## config.mk

```make
export PLATFORM = sky130hd
export DESIGN_NAME = direction_input_ctrl
export DESIGN_NICKNAME = d
export VERILOG_FILES = /design/src/rtl/direction_input_ctrl.sv
export SDC_FILE = /design/constraint.sdc
export NUM_CORES = 1
export LEC_CHECK = 0
export CAP_MARGIN = 20
export CORE_MARGIN = 3
export CORE_UTILIZATION = 65
export DETAILED_ROUTE_END_ITERATION = 8
export GPL_TIMING_DRIVEN = 1
export PLACE_DENSITY = 0.84
export SLEW_MARGIN = 20
export SYNTH_ARGS = -nofsm -noshare
export SYNTH_HDL_FRONTEND = slang
export SYNTH_SLANG_ARGS = --single-unit
export TNS_END_PERCENT = 5
```

## constraint.sdc

```tcl
create_clock -name clk -period 3.8 [get_ports clk]
set_clock_uncertainty 0.15 [all_clocks]
set_input_delay 0.76 -clock clk [delete_from_list [all_inputs] [get_ports clk]]
set_output_delay 0.76 -clock clk [all_outputs]
set_load 0.1 [all_outputs]
```

## src/rtl/direction_input_ctrl.sv

```systemverilog
// Debounced four-way direction input with a one-move-per-press handshake toward the game core.
// Optional auto-repeat while the last direction stays held: define DIR_REPEAT_EN.
module direction_input_ctrl #(
    parameter int DEBOUNCE_CYCLES = 500000,
    parameter int REPEAT_CYCLES   = 15000000
) (
    input  logic       clk,
    input  logic       rst,
    input  logic       btn_up,
    input  logic       btn_down,
    input  logic       btn_left,
    input  logic       btn_right,
    input  logic [1:0] game_state,
    input  logic       move_ack,
    output logic [3:0] direction,
    output logic       dir_valid
);

    localparam int CNT_W = $clog2(DEBOUNCE_CYCLES);
    localparam logic [CNT_W-1:0] CNT_LAST = CNT_W'(DEBOUNCE_CYCLES - 1);

    if (DEBOUNCE_CYCLES < 2 || REPEAT_CYCLES < 2) begin : g_bad_param
        $error("direction_input_ctrl: DEBOUNCE_CYCLES and REPEAT_CYCLES must be >= 2");
    end

    typedef enum logic [1:0] {IDLE, ISSUE, WAIT_RELEASE} state_t;

    logic [3:0]            raw;
    logic [3:0]            sync1_q, sync2_q;
    logic [3:0]            deb_q, deb_d;
    logic [3:0][CNT_W-1:0] cnt_q, cnt_d;
    state_t                state_q, state_d;
    logic [3:0]            dir_q, dir_d;
    logic                  one_hot, multi, playing;

    // Bit order matches the direction encoding: {right, left, bottom, top}.
    assign raw = {btn_right, btn_left, btn_down, btn_up};

    always_comb begin
        deb_d = deb_q;
        cnt_d = cnt_q;
        for (int i = 0; i < 4; i++) begin
            if (sync2_q[i] == deb_q[i]) begin
                cnt_d[i] = '0;
            end else if (cnt_q[i] == CNT_LAST) begin
                deb_d[i] = ~deb_q[i];
                cnt_d[i] = '0;
            end else begin
                cnt_d[i] = cnt_q[i] + CNT_W'(1);
            end
        end
    end

    always_ff @(posedge clk) begin
        if (rst) begin
            sync1_q <= '0;
            sync2_q <= '0;
            deb_q   <= '0;
            cnt_q   <= '0;
        end else begin
            sync1_q <= raw;
            sync2_q <= sync1_q;
            deb_q   <= deb_d;
            cnt_q   <= cnt_d;
        end
    end

    assign one_hot = (deb_q != 4'd0) && ((deb_q & (deb_q - 4'd1)) == 4'd0);
    assign multi   = (deb_q != 4'd0) && !one_hot;
    assign playing = (game_state == 2'b01);

`ifdef DIR_REPEAT_EN
    localparam int RPT_W = $clog2(REPEAT_CYCLES);
    localparam logic [RPT_W-1:0] RPT_LAST = RPT_W'(REPEAT_CYCLES - 1);

    logic [RPT_W-1:0] rpt_q, rpt_d;
    logic [3:0]       last_q, last_d;

    always_ff @(posedge clk) begin
        if (rst) begin
            rpt_q  <= '0;
            last_q <= '0;
        end else begin
            rpt_q  <= rpt_d;
            last_q <= last_d;
        end
    end
`endif

    always_comb begin
        state_d = state_q;
        dir_d   = dir_q;
`ifdef DIR_REPEAT_EN
        rpt_d   = '0;
        last_d  = last_q;
`endif
        case (state_q)
            IDLE: begin
                if (multi) begin
                    state_d = WAIT_RELEASE;
                end else if (one_hot && playing) begin
                    state_d = ISSUE;
                    dir_d   = deb_q;
`ifdef DIR_REPEAT_EN
                    last_d  = deb_q;
`endif
                end
            end
            ISSUE: begin
                // An ack and a leave-playing event have the same effect, so one branch covers both.
                if (move_ack || !playing) begin
                    state_d = WAIT_RELEASE;
                    dir_d   = 4'd0;
                end
            end
            WAIT_RELEASE: begin
                if (deb_q == 4'd0) begin
                    state_d = IDLE;
                end
`ifdef DIR_REPEAT_EN
                else if (one_hot && deb_q == last_q) begin
                    if (rpt_q == RPT_LAST) begin
                        state_d = ISSUE;
                        dir_d   = deb_q;
                    end else begin
                        rpt_d = rpt_q + RPT_W'(1);
                    end
                end
`endif
            end
            default: begin
                state_d = IDLE;
                dir_d   = 4'd0;
            end
        endcase
    end

    always_ff @(posedge clk) begin
        if (rst) begin
            state_q <= IDLE;
            dir_q   <= 4'd0;
        end else begin
            state_q <= state_d;
            dir_q   <= dir_d;
        end
    end

    assign direction = dir_q;
    assign dir_valid = (state_q == ISSUE);

endmodule

```

Word level (Yosys, flattened, before mapping)
Cells that the tools add are included.
{ "totals": {"reg_bits": 94, "latch_bits": 0, "ramBits": 0, "rom_bits": 0, "in_bits": 9, "memories": 0} }
{ "classes": {"n_addsub": 5, "n_mul": 0, "n_div": 0, "n_lt_le_gt_ge": 0, "eq_ne": 16, "n_shift": 0, "muxes": 9, "bitwise_logic": 10, "reduce_logical": 20} }
{ "ops": {"columns": ["operator", "n"], "rows": [
  ["19-bit by 1-bit adder with 19-bit output (second input constant)", 4],
  ["19-bit == test (second input constant)", 4],
  ["4-bit 2-to-1 mux", 3],
  ["4-bit case mux with 3 select lines", 1],
  ["3-bit OR reduction", 4],
  ["1-bit NOT", 9],
  ["4-bit zero test", 2],
  ["2-bit 2-to-1 mux", 4],
  ["2-bit AND reduction", 4],
  ["2-bit != test (second input constant)", 3],
  ["2-bit case mux with 3 select lines", 1],
  ["4-bit AND", 1],
  ["1-bit == test", 4],
  ["2-bit by 1-bit == test with 1-bit output (second input constant)", 2],
  ["4-bit AND reduction", 1],
  ["4-bit nonzero test", 1],
  ["4-bit by 1-bit subtractor with 4-bit output (second input constant)", 1],
  ["1-bit logical AND", 3],
  ["3-bit != test (second input constant)", 1],
  ["3-bit AND reduction", 1],
  ["2-bit == test (second input constant)", 1],
  ["1-bit zero test", 2],
  ["2-bit zero test", 1],
  ["2-bit by 1-bit != test with 1-bit output (second input constant)", 1],
  ["1-bit logical OR", 1]
]} }

Logic depth before layout (Yosys ltp)
Gate-level depths: netlist (run 1).
{ "depth": {"ltp_word": 8, "mapped_depth": 6, "ltp_nobuf": 5} }

Worst setup path after synthesis (run 1)
No wires, ideal clock.
{ "synth_timing": {"path_kind": "register to output", "start": "register state_q[0]", "end": "output port dir_valid", "arrival_time_ns": 1.894, "t_required_ns": 2.890, "slack_ns": 0.996, "path_stages_with_launch": 3, "n_path_buf": 1, "cell_sequence": "dfxtp_1 clkbuf_1 nor2b_1"} }
{ "synth_via": {"elab_chain_cells": 1} }
{ "synth_lines": {"columns": ["item", "line_no", "rtl"], "rows": [
  ["from (decl)", "32", "state_t state_q, state_d;"],
  ["from (signal assigned)", "143", "state_q <= state_d;"],
  ["2-bit by 1-bit == test with 1-bit output", "149", "assign dir_valid = (state_q == ISSUE);"],
  ["to (decl)", "16", "output logic dir_valid"]
]} }
No other way between the ends.

Final worst setup path (run 1)
{ "layout_timing": {"start": "register dir_q[0], in the netlist direction[0]", "end": "output port direction[0]"} }
{ "layout_lines": {"columns": ["item", "line_no", "rtl"], "rows": [
  ["from (decl)", "33", "logic [3:0] dir_q, dir_d;"],
  ["from (signal assigned)", "144", "dir_q <= dir_d;"],
  ["to (decl)", "15", "output logic [3:0] direction,"]
]} }
No word-level cell between the ends.

==> metrics.md, run 1 <==
| Metric | Value |
|---|---|
| Status | `completed` |
| Ant diodes | `0` |
| Worst Hold Launch | `sync1_q[0]$_SDFF_PP0_` |
| Yosys warning count | `0` |
| Max_cap viols | `0` |
| Post-synthesis cell count | `468` |
| RSZ-0062 raised after global routing | `false` |
| Synth Area per Inst | `8.85 um^2` |
| Setup TNS | `0 ps` |
| Post-synth EDFFs | `0` |
| Min-Delay Endpoint | `sync2_q[0]$_SDFF_PP0_` |
| Pwr Density | `369 mW/mm^2` |
| Seq/Total Area, Yosys | `45.4%` |
| Yosys top cell area share | `45.4%` |
| Synth area leaders | `dfxtp_1 (45%), xnor2_1 (5.9%), nor2_1 (5.7%)` |
| Worst setup EP type | `output pin` |
| H-tree levels | `3` |
| Highest Signal Layer | `met4` |
| Unique masters post-synth | `42` |
| Routed WL | `7720 um` |
| RePlAce Congestion | `0.863` |
| Met3 WL post-DR | `309 um` |
| First-pass GRT wire length | `13600 um` |
| Net Count, Synth | `481` |
| GRT Total Usage | `22.5%` |
| Crit path time final | `2760 ps` |
| Register share of total power | `59.4%` |
| Max Transition Viols Final | `0` |
| Combinational power share | `1.8%` |
| DP HPWL | `5370 um` |
| Synthesized cell area | `0.00414 mm^2` |
| Worst R2R Start | `cnt_q[19]$_SDFF_PP0_` |
| Worst EP arrival | `1850 ps` |
| Synthesis-to-layout area growth | `9.00%` |
| Slowest cell on crit path | `clkdlybuf4s50_1` |
| DR iter-0 viols | `143` |
| Design Power | `1670 uW` |
| WP data required | `2890 ps` |
| Number of buffers created by CTS | `9` |
| I/O pin total | `14` |
| Grt total ovfl | `0` |
| CP Max Fanout | `2` |
| VDD IR max | `305 uV` |
| Register area | `0.00188 mm^2` |
| Met2 WL post-DR | `3780 um` |
| Clock transition at path regs | `80 ps` |
| #FFs+latches synth | `94` |
| Critical path class | `flop to output pin` |
| WL/cell | `13.8 um` |
| Chip width | `85.8 um` |
| Worst Max-Slew Pin Slew | `972 ps` |
| M1 WL | `3570 um` |
| DP Area | `0.00432 mm^2` |
| TritonCTS clock tree | `done` |
| CP max stage delay | `1140 ps` |
| CTS Hold Buffers Added | `0` |
| PortBufs | `13` |
| Worst min-delay path class | `flop to flop` |
| Starting density of the core | `68.4%` |
| Nets | `494` |
| Initial antenna violation count | `0` |
| Die Y | `85.8 um` |
| Clock share of power | `38.8%` |
| Via Count | `3293` |
| Fin. Hold Viols | `0` |
| R2r worst-path depth | `5` |
| Multi-input gate area | `0.00216 mm^2` |
| Worst Hold Depth | `1` |
| Root Buffer | `clkbuf_8` |
| Worst skew pair latency | `360 ps` |
| Fillers | `450` |
| Startpoint class of the critical path | `flop` |
| Antenna Violating Nets Remaining | `0` |
| Synth Flop Type | `dfxtp_1` |
| Cell taking the most area after synthesis | `dfxtp_1` |
| Pre-antenna DRT Iters | `4` |
| Share of cells above drive strength 1 | `5.57%` |
| P_int | `1320 uW` |
| # clock sinks | `94` |
| Leakage power | `0.00135 uW` |
| Post-detailed-route via-to-cell ratio | `5.88` |
| Via count of the first global-routing pass | `3128` |
| R2r setup slk | `1590 ps` |
| Crit-path cells | `clkdlybuf4s50_1` |
| Worst r2r dst | `cnt_q[37]$_SDFF_PP0_` |
| DIE AREA | `0.00737 mm^2` |
| Final period util | `72.7%` |
| Final Setup Violations | `0` |
| Net Switching | `346 uW` |
| Largest net degree at the start of global routing | `19` |
| Sw Share | `20.7%` |
| Drc violations | `0` |
| # resized after CTS | `0` |
| Post-CTS Setup Inserts | `0` |
| Worst hold slack | `299 ps` |
| Cell area after layout | `0.00452 mm^2` |
| Core ar. | `0.00606 mm^2` |
| Worst Path Buf+Inv | `1` |
| Placement Rows | `28` |
| Critical path's top delay family | `buffers and inverters` |
| Slew margin rel. | `35.0%` |
| Highest Clock Rate | `362 MHz` |
| Synth async-reset ratio | `0%` |
| Max clock buf depth | `2` |
## worst max-delay path by stage
stage,startpoint,to,slack [ps],cells after the start
5_1_grt,direction[3]$_SDFFE_PP0P_,direction[3],960,1
4_1_cts,direction[0]$_SDFFE_PP0P_,direction[0],1000,1
6_report,direction[0]$_SDFFE_PP0P_,direction[0],1040,1
3_3_place_gp,rst,cnt_q[32]$_SDFF_PP0_,1120,6
2_1_floorplan,state_q[0]$_SDFFE_PP0P_,dir_valid,1000,2
3_5_place_dp,rst,cnt_q[32]$_SDFF_PP0_,1080,6
## per-stage QoR
stage	util [%]	setup slack, ps	std cells
finish	74.5	1040	560
global route	74.5	964	560
CTS	74.5	1000	560
detailed placement	71.3	1080	545
global placement	71.3	1120	545
floorplan	-	996	468
## registers in the layout, indices dropped and copies added, names as in the netlist
signal / cells
sync1_q: 4
sync2_q: 4
direction: 4
deb_q: 4
state_q: 2
cnt_q: 76
## metal layers
| metal | vias up | track usage (%) |
|---|---|---|
| met3 | 6 | 6.63 |
| li1 | 1694 | - |
| met4 | 0 | 6.19 |
| met2 | 54 | 38.8 |
| met5 | - | 0 |
| met1 | 1539 | 27.4 |
## power by group through the flow
stage	logic, uW	clock network (uW)	registers [uW]
global route	32.8	705	993
finish	29.3	647	992
global placement	28.6	0	1020
detailed placement	29.5	0	1020
floorplan	15.6	0	1010
CTS	29.5	665	992
## cell usage in the layout, fill, tap and decap left out, types with 3 or more instances in the layout
cell | synthesis | final
and2_1 | 3 | 3
o21ai_0 | 15 | 15
a22o_1 | 4 | 4
and3_1 | 3 | 3
or4_1 | 8 | 8
or4b_1 | 3 | 3
xnor2_1 | 28 | 28
or3_1 | 16 | 16
a21oi_1 | 23 | 23
nor4_1 | 16 | 16
nor4b_1 | 5 | 5
nand4_1 | 16 | 16
inv_1 | 15 | 15
ha_1 | 4 | 4
clkdlybuf4s50_1 | 0 | 12
nor2_1 | 63 | 63
and4_1 | 7 | 7
nor2b_1 | 10 | 10
o21bai_2 | 2 | 3
nand3_1 | 30 | 30
dfxtp_1 | 94 | 94
nor3_1 | 8 | 8
clkbuf_8 | 0 | 10
o31ai_1 | 8 | 8
xor2_1 | 26 | 26
nand2_1 | 26 | 26
## logic make-up (layout without fill, tap and decap cells)
logic type | Yosys count | count (layout) | share of synthesized area (%)
adders and majority gates | 4 | 4 | 1.21
AOI/OAI and AO/OA | 64 | 64 | 9.90
buffers and inverters | 27 | 44 | 2.57
DFF | 94 | 94 | 45.4
and+or+nand+nor | 225 | 225 | 29.5
xor gates and xnor gates | 54 | 54 | 11.4
## area by class of cell
type,count,share of cell area (%)
Clock inverter,3,0.997
Clock buffer,12,3.21
Inverter,15,1.25
Timing Repair Buffer,14,2.99
Tap cell,75,2.08
Sequential cell,94,41.7
Multi-Input combinational cell,347,47.8
## cell usage after synthesis (4+ instances only)
master,instances
nor2_1,63
a22o_1,4
nand2_1,26
clkbuf_1,8
o21ai_0,15
nor4b_1,5
ha_1,4
or3_1,16
xnor2_1,28
and4_1,7
buf_2,4
o31ai_1,8
a21oi_1,23
nand4_1,16
inv_1,15
or4_1,8
nor4_1,16
dfxtp_1,94
xor2_1,26
nor3_1,8
nor2b_1,10
nand3_1,30
Note: power is estimated with default switching activity, not from simulation.
==> run 2, diff against run 1 <==
--- a/config.mk
+++ b/config.mk
@@ -7,10 +7,10 @@
 export LEC_CHECK = 0
 export CAP_MARGIN = 20
 export CORE_MARGIN = 3
-export CORE_UTILIZATION = 65
+export CORE_UTILIZATION = 55
 export DETAILED_ROUTE_END_ITERATION = 8
 export GPL_TIMING_DRIVEN = 1
-export PLACE_DENSITY = 0.84
+export PLACE_DENSITY = 0.76
 export SLEW_MARGIN = 20
 export SYNTH_ARGS = -nofsm -noshare
 export SYNTH_HDL_FRONTEND = slang
==> constraint.sdc (replaced) <==
create_clock -name clk -period 2.4 [get_ports clk]
set_clock_uncertainty 0.15 [all_clocks]
set_input_delay 0.48 -clock clk [delete_from_list [all_inputs] [get_ports clk]]
set_output_delay 0.48 -clock clk [all_outputs]
set_load 0.1 [all_outputs]
==> metrics.md, run 2 (synthesis results as in run 1) <==
| Metric | Value |
|---|---|
| Status | `completed` |
| CP Max Fanout | `4` |
| Initial antenna violation count | `0` |
| Max_cap viols | `0` |
| RSZ-0062 raised after global routing | `false` |
| Design Power | `2710 uW` |
| R2r worst-path depth | `5` |
| Worst Max-Slew Pin Slew | `599 ps` |
| Worst R2R Start | `cnt_q[19]$_SDFF_PP0_` |
| First-pass GRT wire length | `13600 um` |
| Number of buffers created by CTS | `9` |
| Drc violations | `0` |
| GRT Total Usage | `19.1%` |
| Worst skew pair latency | `350 ps` |
| Fillers | `634` |
| Multi-input gate area | `0.00216 mm^2` |
| Max FFs per register | `76` |
| Crit-path cells | `ha_1 -> nand4_1 -> or4_4 -> or3_1 -> a21oi_1` |
| # resized after CTS | `0` |
| Slowest cell on crit path | `or4_4` |
| Leakage power | `0.00141 uW` |
| Core ar. | `0.00729 mm^2` |
| Max clock buf depth | `2` |
| M1 WL | `3750 um` |
| Min-Delay Endpoint | `sync2_q[2]$_SDFF_PP0_` |
| Largest net degree at the start of global routing | `19` |
| Placement Rows | `31` |
| Worst hold slack | `296 ps` |
| # clock sinks | `94` |
| Synthesis-to-layout area growth | `11.7%` |
| Highest Signal Layer | `met4` |
| Placed Instances | `576` |
| Final Setup Violations | `0` |
| Worst r2r dst | `cnt_q[37]$_SDFF_PP0_` |
| Fin. Hold Viols | `0` |
| Via Count | `3374` |
| Critical path class | `flop to flop` |
| Most frequent cells in the layout | `dfxtp_1 (94), nor2_1 (63), nand3_1 (30), xnor2_1 (28)` |
| Final core occ | `63.5%` |
| Pwr Density | `586 mW/mm^2` |
| Critical path's top delay family | `simple AND/OR/NAND/NOR gates` |
| Met2 WL post-DR | `3550 um` |
| Root Buffer | `clkbuf_8` |
| VDD IR max | `347 uV` |
| Most common cell after layout, fill and taps aside | `dfxtp_1` |
| Startpoint class of the critical path | `flop` |
| DR iter-0 viols | `132` |
| Highest Clock Rate | `462 MHz` |
| Worst min-delay path class | `flop to flop` |
| Post-CTS Setup Inserts | `0` |
| Grt total ovfl | `0` |
| Max Transition Viols Final | `0` |
| Slew margin rel. | `60.0%` |
| Worst EP arrival | `2300 ps` |
| Antenna Violating Nets Remaining | `0` |
| Worst Hold Launch | `sync1_q[2]$_SDFF_PP0_` |
| Worst setup EP type | `flop` |
| RePlAce Congestion | `0.824` |
| Worst Hold Depth | `1` |
| Clock transition at path regs | `90 ps` |
| Post-detailed-route via-to-cell ratio | `5.70` |
| Register area | `0.00188 mm^2` |
| Crit path time final | `2160 ps` |
| Nets | `501` |
| Die Y | `92.8 um` |
| TritonCTS clock tree | `done` |
| Ant diodes | `0` |
| PortBufs | `13` |
| I/O pin total | `14` |
| Met3 WL post-DR | `280 um` |
| Biggest register | `cnt_q` |
| R2r setup slk | `240 ps` |
| Share of cells above drive strength 1 | `8.32%` |
| H-tree levels | `3` |
| CTS Hold Buffers Added | `0` |
| DP HPWL | `5500 um` |
| Worst Path Buf+Inv | `0` |
| WL/cell | `13.0 um` |
| Chip width | `92.8 um` |
| CP max stage delay | `600 ps` |
| DIE AREA | `0.00861 mm^2` |
| Routed WL | `7720 um` |
| Setup TNS | `0 ps` |
| Post-Layout Cell Count | `592` |
| Final period util | `90.1%` |
| Via count of the first global-routing pass | `3084` |
| Pre-antenna DRT Iters | `4` |
| WP data required | `2530 ps` |
| Starting density of the core | `56.8%` |
| Cell count along the critical path | `5` |
run 2: worst reg2reg max path, cell delays in order (launching register included):
cell and delay (ps):
dfxtp_1 390, ha_1 240, nand4_1 210, or4_4 600, or3_1 360, a21oi_1 150
run 2: final cells by class:
type,instances,area share [%]
repair buffers,21,4.11
clock buffers,12,3.57
clock inverters,4,1.16
multi-input cells,347,46.6
flip-flops and latches,94,40.6
well taps,99,2.68
inverters,15,1.22
run 2: power breakdown:
group          internal, uW  switching [uW]  leakage (uW)
sequential             1570            4.46      0.000759
combinational          25.4            25.8      0.000545
clock                   569             524      0.000105
run 2: worst max path at each step:
| stage | startpoint | to |
|---|---|---|
| global placement | game_state[0] | direction[0]$_SDFFE_PP0P_ |
| floorplan | state_q[0]$_SDFFE_PP0P_ | dir_valid |
| detailed placement | game_state[0] | direction[1]$_SDFFE_PP0P_ |
| finish | cnt_q[19]$_SDFF_PP0_ | cnt_q[37]$_SDFF_PP0_ |
| CTS | cnt_q[19]$_SDFF_PP0_ | cnt_q[37]$_SDFF_PP0_ |
| global route | cnt_q[19]$_SDFF_PP0_ | cnt_q[37]$_SDFF_PP0_ |
run 2: routing by layer:
metal | vias up | global-route usage [%]
met5 | - | 0
met4 | 0 | 6.11
met3 | 17 | 4.79
met2 | 69 | 30.6
met1 | 1579 | 25.1
li1 | 1709 | -
run 2: metrics by stage:
stage | setup slack (ps) | cell area, um^2
2_1_floorplan | 389 | 4150
3_3_place_gp | 109 | 4410
3_5_place_dp | 85.0 | 4410
4_1_cts | 220 | 4630
5_1_grt | 111 | 4630
6_report | 237 | 4630
==> run 3, diff against run 2 <==
--- a/config.mk
+++ b/config.mk
@@ -11,6 +11,7 @@
 export DETAILED_ROUTE_END_ITERATION = 8
 export GPL_TIMING_DRIVEN = 1
 export PLACE_DENSITY = 0.76
+export SETUP_SLACK_MARGIN = 0.3
 export SLEW_MARGIN = 20
 export SYNTH_ARGS = -nofsm -noshare
 export SYNTH_HDL_FRONTEND = slang
==> metrics.md, run 3 (synthesis results as in run 1) <==
| Metric | Value |
|---|---|
| Max Transition Viols Final | `0` |
| Design Power | `2720 uW` |
| Die Y | `92.8 um` |
| Biggest register | `cnt_q` |
| Max FFs per register | `76` |
| Register area | `0.00188 mm^2` |
| RePlAce Congestion | `0.824` |
| # clock sinks | `94` |
| Max_cap viols | `0` |
| Net Switching | `558 uW` |
| Most frequent cells in the layout | `dfxtp_1 (94), nor2_1 (63), nand3_1 (30), xnor2_1 (28)` |
| R2r setup slk | `320 ps` |
| Post-detailed-route via-to-cell ratio | `5.68` |
| Most common cell after layout, fill and taps aside | `dfxtp_1` |
| Clock share of power | `40.3%` |
| TritonCTS clock tree | `done` |
| WL/cell | `13.0 um` |
| GRT Total Usage | `19.1%` |
| Worst r2r dst | `cnt_q[37]$_SDFF_PP0_` |
| Share of cells above drive strength 1 | `9.44%` |
| Largest net degree at the start of global routing | `19` |
| I/O pin total | `14` |
| Critical path class | `flop to flop` |
| PortBufs | `13` |
| Core ar. | `0.00729 mm^2` |
| Slew margin rel. | `75.6%` |
| R2r worst-path depth | `5` |
| Grt total ovfl | `0` |
| VDD IR max | `347 uV` |
| Max clock buf depth | `2` |
| Crit path time final | `2080 ps` |
| Fillers | `631` |
| Critical Path Sink | `cnt_q[37]$_SDFF_PP0_` |
| Pre-antenna DRT Iters | `4` |
| Clock transition at path regs | `90 ps` |
| Initial antenna violation count | `0` |
| Setup TNS | `0 ps` |
| Worst setup EP type | `flop` |
| Via Count | `3389` |
| Ant diodes | `0` |
| Antenna Violating Nets Remaining | `0` |
| Synthesis-to-layout area growth | `12.7%` |
| DR iter-0 viols | `126` |
| DIE AREA | `0.00861 mm^2` |
| Drc violations | `0` |
| Worst Max-Slew Pin Slew | `363 ps` |
| Leakage power | `0.00143 uW` |
| Highest Clock Rate | `481 MHz` |
| Root Buffer | `clkbuf_8` |
| Starting density of the core | `56.8%` |
| Routed WL | `7770 um` |
| Startpoint class of the critical path | `flop` |
| Worst min-delay path class | `flop to flop` |
| DP HPWL | `5500 um` |
| Fin. Hold Viols | `0` |
| RSZ-0062 raised after global routing | `true` |
| Number of buffers created by CTS | `9` |
| WP data required | `2530 ps` |
| Chip width | `92.8 um` |
| Register share of total power | `57.8%` |
| Nets | `506` |
| Worst R2R Start | `cnt_q[19]$_SDFF_PP0_` |
| Via count of the first global-routing pass | `3098` |
| Combinational power share | `1.9%` |
| Final period util | `86.6%` |
| Sw Share | `20.5%` |
| Multi-input gate area | `0.00216 mm^2` |
| Placement Rows | `31` |
| Status | `completed` |
| Worst EP arrival | `2210 ps` |
| P_int | `2160 uW` |
| Worst skew pair latency | `350 ps` |
| CP Max Fanout | `4` |
| H-tree levels | `3` |
| Final Setup Violations | `0` |
| First-pass GRT wire length | `13600 um` |
| Worst Setup SP | `cnt_q[19]$_SDFF_PP0_` |
| Pwr Density | `582 mW/mm^2` |
-- run 3: cell types whose count changed in the layout (fill, tap and decap cells not counted), sizes merged --
cell	change
buf	+5
-- run 3: cell type report --
class | instances | share of cell area, %
sequential | 94 | 40.3
clock buffer | 12 | 3.54
tap | 99 | 2.65
clock inverter | 4 | 1.15
inverter | 15 | 1.21
timing repair buffer | 26 | 4.88
multi-input combinational | 347 | 46.3
-- run 3: critical path, stage by stage (launching register included) --
cell and delay [ps]:
dfxtp_1 390, ha_1 240, nand4_1 150, or4_4 580
or3_1 360, a21oi_1 150
-- run 3: repair_timing --
item,CTS,global route
cloned,0,0
hold buffers,0,0
buffers inserted,4,1
gates resized for setup,0,1
endpoints found under the setup margin,9,21
pin swaps,2,1
-- run 3: metrics by stage --
stage	hold WS (ps)	utilization (%)	std cells	area [um^2]	setup WS, ps
final	296	64.1	597	4670	322
after global routing	324	64.1	597	4670	218
after CTS	299	63.9	596	4660	276
after detailed placement	277	60.5	576	4410	85.0
after global placement	267	60.5	576	4410	109
after floorplan	264	-	468	4150	389
-- run 3: worst min path at each step --
stage / from / to / slack, ps / depth (start not counted)
CTS: sync1_q[2]$_SDFF_PP0_ / sync2_q[2]$_SDFF_PP0_ / 300 / 1
global placement: sync1_q[1]$_SDFF_PP0_ / sync2_q[1]$_SDFF_PP0_ / 270 / 1
floorplan: sync1_q[0]$_SDFF_PP0_ / sync2_q[0]$_SDFF_PP0_ / 260 / 1
detailed placement: sync1_q[2]$_SDFF_PP0_ / sync2_q[2]$_SDFF_PP0_ / 280 / 1
global route: sync1_q[3]$_SDFF_PP0_ / sync2_q[3]$_SDFF_PP0_ / 320 / 1
finish: sync1_q[2]$_SDFF_PP0_ / sync2_q[2]$_SDFF_PP0_ / 300 / 1
-- run 3: power by group through the flow --
stage	Clock [uW]	Combinational, uW	Sequential, uW
after floorplan	0	24.8	1610
after global placement	0	49.5	1610
after detailed placement	0	50.7	1610
after CTS	1130	51.1	1570
after global routing	1200	56.4	1570
final	1100	51.3	1570
-- run 3: routing by layer --
layer	global-route usage, %	share of wire, %
met5	0	0
met3	4.96	4.1
met1	25.1	48
met4	6.11	1.6
met2	30.8	46
